**config.mk**
```make
export PLATFORM = sky130hd
export DESIGN_NAME = ahb_beat_engine
export DESIGN_NICKNAME = d
export VERILOG_FILES = /design/src/rtl/ahb_beat_engine.sv
export SDC_FILE = /design/constraint.sdc
export NUM_CORES = 1
export LEC_CHECK = 0
export ABC_AREA = 0
export BUFFER_PORTS_ARGS = -buffer_cell sky130_fd_sc_hd__buf_2
export CORE_AREA = 3 3 171 173
export DETAILED_ROUTE_END_ITERATION = 7
export DIE_AREA = 0 0 174 176
export GPL_ROUTABILITY_DRIVEN = 0
export GPL_TIMING_DRIVEN = 0
export SETUP_SLACK_MARGIN = 0.15
export SYNTH_ARGS = -nofsm -noshare
export SYNTH_HDL_FRONTEND = slang
export SYNTH_SLANG_ARGS = --single-unit
```
**constraint.sdc**
```tcl
create_clock -name aclk -period 5.18 [get_ports aclk]
set_clock_uncertainty 0.15 [all_clocks]
set_input_delay 0.259 -clock aclk [delete_from_list [all_inputs] [get_ports aclk]]
set_output_delay 0.259 -clock aclk [all_outputs]
set_load 0.005 [all_outputs]
```
**src/rtl/ahb_beat_engine.sv**
```systemverilog
// rtl/ahb_beat_engine.sv - AXI command to AHB-Lite single-beat engine
// Turns FWFT burst commands into NONSEQ single AHB transfers, one outstanding.
module ahb_beat_engine #(
  parameter int AXI_ID_WIDTH = 8
) (
  input  logic                      aclk,
  input  logic                      aresetn,
  output logic                      cmd_r_en,
  input  logic                      cmd_fifo_empty,
  input  logic [AXI_ID_WIDTH+45:0]  cmd_data,
  output logic                      wdata_r_en,
  input  logic                      wdata_fifo_empty,
  input  logic [63:0]               axi_wdata,
  output logic [31:0]               haddr,
  output logic [1:0]                htrans,
  output logic                      hwrite,
  output logic [2:0]                hsize,
  output logic [2:0]                hburst,
  output logic [3:0]                hprot,
  output logic [63:0]               hwdata,
  input  logic [63:0]               hrdata,
  input  logic                      hready,
  input  logic                      hresp,
  output logic                      rdata_w_en,
  output logic [63:0]               rdata_w_data,
  input  logic                      rdata_fifo_full,
  output logic                      resp_w_en,
  output logic [1:0]                resp_w_data,
  input  logic                      resp_fifo_full,
  output logic                      id_resp_w_en,
  output logic [AXI_ID_WIDTH+1:0]   id_resp_w_data,
  input  logic                      id_resp_fifo_full
);
  localparam int W = AXI_ID_WIDTH;

  localparam logic [1:0] S_IDLE  = 2'd0;
  localparam logic [1:0] S_ISSUE = 2'd1;
  localparam logic [1:0] S_ADDR  = 2'd2;
  localparam logic [1:0] S_DATA  = 2'd3;

  logic [1:0]   state;
  logic         is_write_q;
  logic [1:0]   burst_q;
  logic [2:0]   size_q;
  logic [7:0]   len_q;
  logic [31:0]  cur_addr;
  logic [W-1:0] id_q;
  logic [7:0]   beat_cnt;
  logic         err_acc;

  logic [2:0]   cmd_size;
  logic [2:0]   cmd_eff_size;
  logic [31:0]  step;
  logic [31:0]  wrap_mask;
  logic         wrap_ok;
  logic [31:0]  next_addr;
  logic         can_issue;
  logic         last_beat;
  logic         beat_done;
  logic         push;

  assign cmd_size     = cmd_data[W+42:W+40];
  assign cmd_eff_size = (cmd_size > 3'd3) ? 3'd3 : cmd_size;
  assign step         = 32'd1 << size_q;
  assign wrap_mask    = ((({24'd0, len_q}) + 32'd1) << size_q) - 32'd1;
  assign wrap_ok      = (len_q == 8'd1) || (len_q == 8'd3) || (len_q == 8'd7) || (len_q == 8'd15);

  // Unsupported WRAP lengths fall back to INCR behaviour.
  always_comb begin
    next_addr = cur_addr + step;
    if (burst_q == 2'b00)
      next_addr = cur_addr;
    else if (burst_q == 2'b10 && wrap_ok)
      next_addr = (cur_addr & ~wrap_mask) | ((cur_addr + step) & wrap_mask);
  end

  assign can_issue = !rdata_fifo_full && !resp_fifo_full && !id_resp_fifo_full &&
                     (!is_write_q || !wdata_fifo_empty);
  assign last_beat = (beat_cnt == len_q);
  assign beat_done = (state == S_DATA) && hready;

  assign cmd_r_en   = aresetn && (state == S_IDLE) && !cmd_fifo_empty;
  assign wdata_r_en = aresetn && (state == S_ISSUE) && can_issue && is_write_q;

  // Writes report once per burst; reads report every beat.
  assign push           = aresetn && beat_done && (!is_write_q || last_beat);
  assign rdata_w_en     = push;
  assign resp_w_en      = push;
  assign id_resp_w_en   = push;
  assign rdata_w_data   = is_write_q ? 64'd0 : hrdata;
  assign resp_w_data    = ((is_write_q && err_acc) || hresp) ? 2'b10 : 2'b00;
  assign id_resp_w_data = {is_write_q, last_beat, id_q};

  assign hburst = 3'b000;
  assign hprot  = 4'b0011;

  always_ff @(posedge aclk or negedge aresetn) begin
    if (!aresetn) begin
      state      <= S_IDLE;
      is_write_q <= 1'b0;
      burst_q    <= 2'b00;
      size_q     <= 3'd0;
      len_q      <= 8'd0;
      cur_addr   <= 32'd0;
      id_q       <= '0;
      beat_cnt   <= 8'd0;
      err_acc    <= 1'b0;
      haddr      <= 32'd0;
      htrans     <= 2'b00;
      hwrite     <= 1'b0;
      hsize      <= 3'd0;
      hwdata     <= 64'd0;
    end else begin
      case (state)
        S_IDLE: begin
          if (!cmd_fifo_empty) begin
            is_write_q <= cmd_data[W+45];
            burst_q    <= cmd_data[W+44:W+43];
            size_q     <= cmd_eff_size;
            len_q      <= cmd_data[W+39:W+32];
            cur_addr   <= cmd_data[W+31:W];
            id_q       <= cmd_data[W-1:0];
            beat_cnt   <= 8'd0;
            err_acc    <= 1'b0;
            state      <= S_ISSUE;
          end
        end
        S_ISSUE: begin
          if (can_issue) begin
            haddr  <= cur_addr;
            htrans <= 2'b10;
            hwrite <= is_write_q;
            hsize  <= size_q;
            if (is_write_q)
              hwdata <= axi_wdata;
            state  <= S_ADDR;
          end
        end
        S_ADDR: begin
          if (hready) begin
            htrans <= 2'b00;
            state  <= S_DATA;
          end
        end
        default: begin
          // An error's first cycle (hready low) is ignored; the beat ends on hready.
          if (hready) begin
            err_acc <= err_acc | hresp;
            if (last_beat) begin
              state <= S_IDLE;
            end else begin
              beat_cnt <= beat_cnt + 8'd1;
              cur_addr <= next_addr;
              state    <= S_ISSUE;
            end
          end
        end
      endcase
    end
  end
endmodule

```
==> results by group, run 1 <==
STA
  – Slew Viols, Final: 0
  – Final min period: 4.50 ns
  – Relative slew slack: 0.289
  – Final Hold Viols: 0
  – Least-Margin Pin Slew: roughly 1.0 ns
  – Fmax: 222 MHz
  – Period utilisation layout: 0.870
  – RSZ-0062 raised after global routing: false
  – Worst hold slack: approximately 0.013 ns
  – TNS Setup: 0 ns
  – Final setup viols: 0

Setup path
  – Critical Path Start Type: flop
  – Crit path DAT: 4.70 ns
  – Cell family with most CP delay: simple AND/OR/NAND/NOR gates
  – CP peak stage delay: 0.83 ns
  – Crit-path cells: clkbuf_1 > buf_1 > nor2_1 > ha_1 > o21ai_0 > o21ai_0 > a31o_2 > a21oi_1 > nor4_1 > nor2b_1 > nand3_1 > xor2_1 > a21oi_1
  – Crit Path Class: reg -> reg
  – CP Max Fanout: 10
  – CP required: 5.38 ns
  – Slowest-stage cell, CP: nor4_1
  – CP endpoint kind: flop
  – Buffers & Inverters on Critical Path: 2

Route
  – Total Wirelength: 35600 um
  – Drt initial violations: ~490
  – DR vias: 9845
  – Via density: 4.99
  – DR WL/cell: 18.0 um
  – Drc violations: 0
  – DRT Pass-1 Iters: 5
  – Post-route ant nets: 0

Finish
  – Share of cells above drive strength 1: 0.334
  – Area of the multi-input gates: 0.00508 mm^2
  – Finished Cell Area: 0.0137 mm^2
  – Fill cells: 2719
  – Nets: 1787
  – Fin util: 0.493
  – Total area of sequential cells: just over 0.004 mm^2
  – Area Overhead vs Synth: 41.8%

Global routing
  – GRT Overall Usage: 0.231
  – Pin count of the biggest net entering global routing: 107
  – Grt total ovfl: 0
  – First-pass GRT wire length: 56000 um
  – Vias in the first global route: approximately 10000
  – Initial antenna violation count: 3

Floorplan
  – Initial core utilization: 0.347
  – Height of the die: 176 um
  – I/O Pins: approximately 380
  – Rows: 61
  – Die Area: 0.0306 mm^2
  – Die X: about 170 um
  – Core area: 0.0278 mm^2

Clock tree
  – CTS Sinks: 166
  – CTS clock-pin slew for the worst setup and hold paths: 0.08 ns
  – Max Root-Sink Buffers: 2
  – CTS Buf Count: 17
  – Post-CTS sizing: 0
  – Clock root buffer master: clkbuf_16
  – H-tree Lvls: 4
  – CTS tree: yes
  – Clk Latency, worst-skew pair: 0.44 ns

Logic synthesis
  – YS warnings: 0
  – Post-Syn Instances: 1074
  – Ys flop type: dfrtp_1
  – Seq/Total Area, Yosys: 0.430
  – Yosys reg bits: between 150 and 200
  – Syn Area/Cell: 8.99 um^2
  – FFs w/ async S/R, synth: 1.00
  – Cell variety after synth: 84
  – Mapped Area: 0.00965 mm^2
  – Post-synth EDFFs: 0

Pwr
  – Sw Share: 0.431
  – Clk pwr share: 0.178
  – IR Drop Worst-Case VDD: 0.226 mV
  – Comb power frac: 0.510
  – Pwr per Cell Area: 524 mW/mm^2
  – Switch Pwr: 3090 uW
  – LEAKAGE: 0.00686 uW
  – Flop pwr share: 0.312
  – Internal power: 4080 uW

Place
  – HPWL after DPL: approximately 27000 um
  – Placed cell areas: 0.0120 mm^2
  – Buffers added on ports: 371

Status
  – Run status: finished, final reports clean

Run
  – Max Cap Viol: 0

Hold path
  – HP Class: in -> reg
## routing by layer
metal / global-route usage / vias to the layer above / share of wire
met4: 0.0586 / 0 / 0.020
met5: 0 / - / 0
met3: 0.0428 / 40 / 0.061
li1: - / 4713 / -
met1: 0.286 / 4697 / 0.41
met2: 0.415 / 395 / 0.51
## cell type report
cell class,count,share of cell area
clock inverters,14,0.0115
well taps,378,0.0345
plain buffers,78,0.0265
repair buffers,477,0.215
flip-flops and latches,166,0.303
multi-input cells,815,0.371
clock buffers,18,0.0313
inverters,22,0.00603
diodes,3,0.000548
## worst min-delay path: cells and delay by family
kind                   cells  cell delay, ns
AO/OA/AOI/OAI              1            0.17
buffers and inverters      1            0.08
multiplexers               1            0.05
## synthesized netlist by cell type (all sizes together) (7+ instances only)
library cell / count / area (um^2)
a211oi: 8 / 65.1
a21o: 7 / 52.6
a21oi: 42 / 210
a31oi: 13 / 81.3
and3: 12 / 80.1
buf: 26 / 165
clkbuf: 52 / 198
dfrtp: 166 / 4150
ha: 18 / 225
inv: 22 / 82.6
mux2: 70 / 788
mux2i: 8 / 80.1
nand2: 226 / 851
nand2b: 14 / 87.6
nand3: 29 / 155
nand4: 9 / 62.6
nor2: 67 / 251
nor2b: 71 / 444
nor3: 16 / 90.1
o21ai: 48 / 248
o22ai: 12 / 75.1
o31ai: 7 / 71.3
or3: 7 / 48.8
xnor2: 14 / 123
xor2: 11 / 96.3
## worst paths after layout
check / slack (ns) / depth (start not counted) / to / startpoint
min in group asynchronous: 0.20 / 2 / hwdata[10]$_DFFE_PN0P_ / aresetn
worst max register to register: 0.68 / 13 / flop / size_q[0]$_DFFE_PN0P_
worst min-delay path: 0.01 / 3 / flop / cmd_data[8]
max in group asynchronous: 3.69 / 3 / async pin / aresetn
worst max-delay path: 0.68 / 13 / flop / size_q[0]$_DFFE_PN0P_
worst min register to register: 0.32 / 2 / haddr[28]$_DFFE_PN0P_ / haddr[28]$_DFFE_PN0P_
## what timing repair did
| item | CTS | global route |
|---|---|---|
| endpoints found under the hold margin | 165 | 0 |
| setup buffers | 0 | 0 |
| hold buffers | 105 | 0 |
## logic make-up after synthesis
logic type,count (synthesis),synth area share
XOR/XNOR,25,0.0227
AO/OA/AOI/OAI,199,0.143
other,2,0.000778
AND/OR/NAND/NOR,485,0.242
adder cells (fa/ha/maj),19,0.0254
flip-flops,166,0.430
multiplexers,78,0.0900
buffers and inverters,100,0.0462
## power groups by stage
| stage | combinational (uW) | sequential (uW) | clock (uW) |
|---|---|---|---|
| floorplan | 2190 | 2220 | 0 |
| global route | 4060 | 2320 | 1380 |
| global placement | 3520 | 2230 | 0 |
| detailed placement | 3560 | 2250 | 0 |
| finish | 3660 | 2240 | 1280 |
| CTS | 3650 | 2230 | 1320 |
## cell usage in the layout, fill, tap and decap left out, types with 6 or more instances in the layout
master	Yosys	final
nand2b_1	14	14
a21o_1	7	7
ha_1	18	18
clkbuf_1	50	51
a211oi_1	7	7
mux2i_1	8	8
dlygate4sd3_1	0	105
dfrtp_1	166	166
or3_1	6	6
buf_4	16	16
o22ai_1	12	12
inv_1	22	22
nand2_1	225	225
xnor2_1	14	14
conb_1	2	9
and3_1	11	11
a31oi_1	13	13
mux2_2	70	70
nand3_1	27	27
nor2_1	67	67
clkbuf_16	0	17
o21ai_0	45	45
nor2b_1	71	71
nand4_1	8	8
xor2_1	11	11
a21oi_1	42	42
nor3_1	14	14
buf_2	6	376
## stage by stage
step | std cells | setup slack, ns | total power, uW
finish | 1971 | 0.676 | 7170
global route | 1971 | 0.282 | 7750
CTS | 1968 | 0.745 | 7190
detailed placement | 1831 | 0.799 | 5820
global placement | 1830 | 0.662 | 5740
floorplan | 1081 | 1.43 | 4410
Note: power is estimated with default switching activity, not from simulation.
==> run 2, diff against run 1 <==
GPL_TIMING_DRIVEN = not set   (was 0)
==> results by group, run 2 (same netlist as run 1, synthesis figures left out) <==
Clock tree
  – Max Root-Sink Buffers: 2
  – CTS Buf Count: 17
  – CTS Sinks: 166
  – CTS clock-pin slew for the worst setup and hold paths: 0.08 ns
  – CTS tree: yes
  – Post-CTS sizing: 0
  – Clock root buffer master: clkbuf_16
  – Clk Latency, worst-skew pair: 0.43 ns
  – H-tree Lvls: 4

Floorplan
  – I/O Pins: 381
  – Rows: 61
  – Die X: 174 um
  – Core area: between 0.02 and 0.03 mm^2
  – Height of the die: 176 um
  – Initial core utilization: 0.347
  – Die Area: 0.0306 mm^2

Run
  – Max Cap Viol: 0

Setup path
  – CP Max Fanout: 23
  – R2r startpoint: size_q[1]$_DFFE_PN0P_
  – Critical Path Start Type: flop
  – R2R cell count: 14
  – Slowest-stage cell, CP: dfrtp_1
  – Crit Path Class: reg -> reg
  – Critical Path Source: size_q[1]$_DFFE_PN0P_
  – Reg2reg setup slack: 0.98 ns
  – CP peak stage delay: around 0.63 ns
  – CP required: between 5 and 6 ns
  – Crit path DAT: 4.38 ns
  – Crit-path cells: or2_2 > nor2_1 > ha_1 > inv_1 > fa_1 > nor2b_1 > o21ai_0 > a21o_1 > a211o_1 > or3_1 > nor2_1 > mux2i_1 > o21ai_0 > a21o_1
  – CP endpoint kind: flop

STA
  – TNS Setup: 0 ns
  – Least-Margin Pin Slew: 1.05 ns
  – Slew Viols, Final: 0
  – Relative slew slack: 0.297
  – Final setup viols: 0
  – Final Hold Viols: 0
  – Fmax: approximately 240 MHz
  – Period utilisation layout: 0.811
  – Final min period: 4.20 ns
  – Worst hold slack: 0.0163 ns
  – RSZ-0062 raised after global routing: false

Route
  – Met1 WL: 13900 um
  – Top sig layer: met4
  – DRT Pass-1 Iters: 5
  – Metal2 WL: 17300 um
  – Total Wirelength: approximately 34000 um
  – DR WL/cell: 17.8 um
  – Via density: 5.03
  – DR vias: 9568
  – Met3 wire len: about 1900 um
  – Post-route ant nets: 0
  – Drc violations: 0
  – Drt initial violations: 548

Finish
  – Area Overhead vs Synth: 38.9%
  – Share of cells above drive strength 1: 0.341
  – Fill cells: 2745
  – Most frequent cells in the layout: buf_2, nand2_1, dfrtp_1
  – Fin cells: 1902
  – Most common cell after layout, fill and taps aside: buf_2
  – Nets: 1719

Pwr
  – Switch Pwr: 2980 uW
  – LEAKAGE: approximately 0.0067 uW
  – IR Drop Worst-Case VDD: between 0.3 and 0.4 mV
  – Clk pwr share: 0.186
  – Pwr per Cell Area: 524 mW/mm^2
  – Comb power frac: 0.481
  – Sw Share: 0.423
  – Flop pwr share: 0.333
  – Overall power: ~7000 uW
  – Internal power: 4050 uW

Global routing
  – First-pass GRT wire length: 53000 um
  – Vias in the first global route: 9572
  – Grt total ovfl: 0
  – Pin count of the biggest net entering global routing: 95
  – GRT Overall Usage: 0.216
  – Initial antenna violation count: 1

Status
  – Run status: finished, final reports clean

Place
  – HPWL after DPL: 24500 um
  – Buffers added on ports: 371
  – Placed cell count: ~1800

Hold path
  – HP Class: in -> reg
run 2: power groups by stage:
stage	Sequential [uW]	Combinational, uW	Clock [uW]
4_1_cts	2330	3400	1350
5_1_grt	2430	3790	1400
3_5_place_dp	2350	3310	0
3_3_place_gp	2330	3270	0
6_report	2340	3380	1310
2_1_floorplan	2220	2190	0
run 2: repair_timing:
item	4_1_cts	5_1_grt
hold buffers	106	0
setup buffers	0	0
endpoints found under the hold margin	175	0
setup endpoints to repair	0	0
run 2: worst min path at each step:
stage                             from                endpoint  slack, ns  cells past startpoint
final                     cmd_data[21]                    flop       0.02                      3
after global routing      cmd_data[37]                    flop       0.03                      3
after CTS                 cmd_data[33]                    flop      0.005                      3
after detailed placement       aresetn  hwdata[63]$_DFFE_PN0P_       0.20                      1
after global placement         aresetn  hwdata[63]$_DFFE_PN0P_       0.19                      1
after floorplan                aresetn               async pin      -0.19                      0
run 2: critical path, delay by kind of cell, from the launching register on:
kind | cells | cell delay (ns)
DFF | 1 | 0.63
and+or+nand+nor | 5 | 1.48
AOI/OAI and AO/OA | 5 | 0.96
muxes | 1 | 0.22
adders and majority gates | 2 | 0.61
buffers and inverters | 1 | 0.06
run 2: final cells by class:
| class | count | area [um^2] | share of cell area |
|---|---|---|---|
| diodes | 2 | 5.00 | 0.000373 |
| clock buffers | 18 | 429 | 0.0320 |
| clock inverters | 14 | 164 | 0.0122 |
| inverters | 22 | 82.6 | 0.00616 |
| multi-input cells | 815 | 5080 | 0.379 |
| flip-flops and latches | 166 | 4160 | 0.310 |
| well taps | 378 | 473 | 0.0353 |
| repair buffers | 487 | 3010 | 0.225 |
run 2: metal layers:
metal,vias up,global-route usage
li1,4583,-
met1,4596,0.261
met2,345,0.389
met3,44,0.0458
met4,0,0.0603
met5,-,0
run 2: metrics by stage:
stage / area [um^2] / worst slack [ns] / util
2_1_floorplan: 9680 / 1.43 / -
3_3_place_gp: 11700 / 1.14 / 0.423
3_5_place_dp: 11700 / 1.01 / 0.423
4_1_cts: 13400 / 1.00 / 0.482
5_1_grt: 13400 / 0.743 / 0.482
6_report: 13400 / 0.978 / 0.482
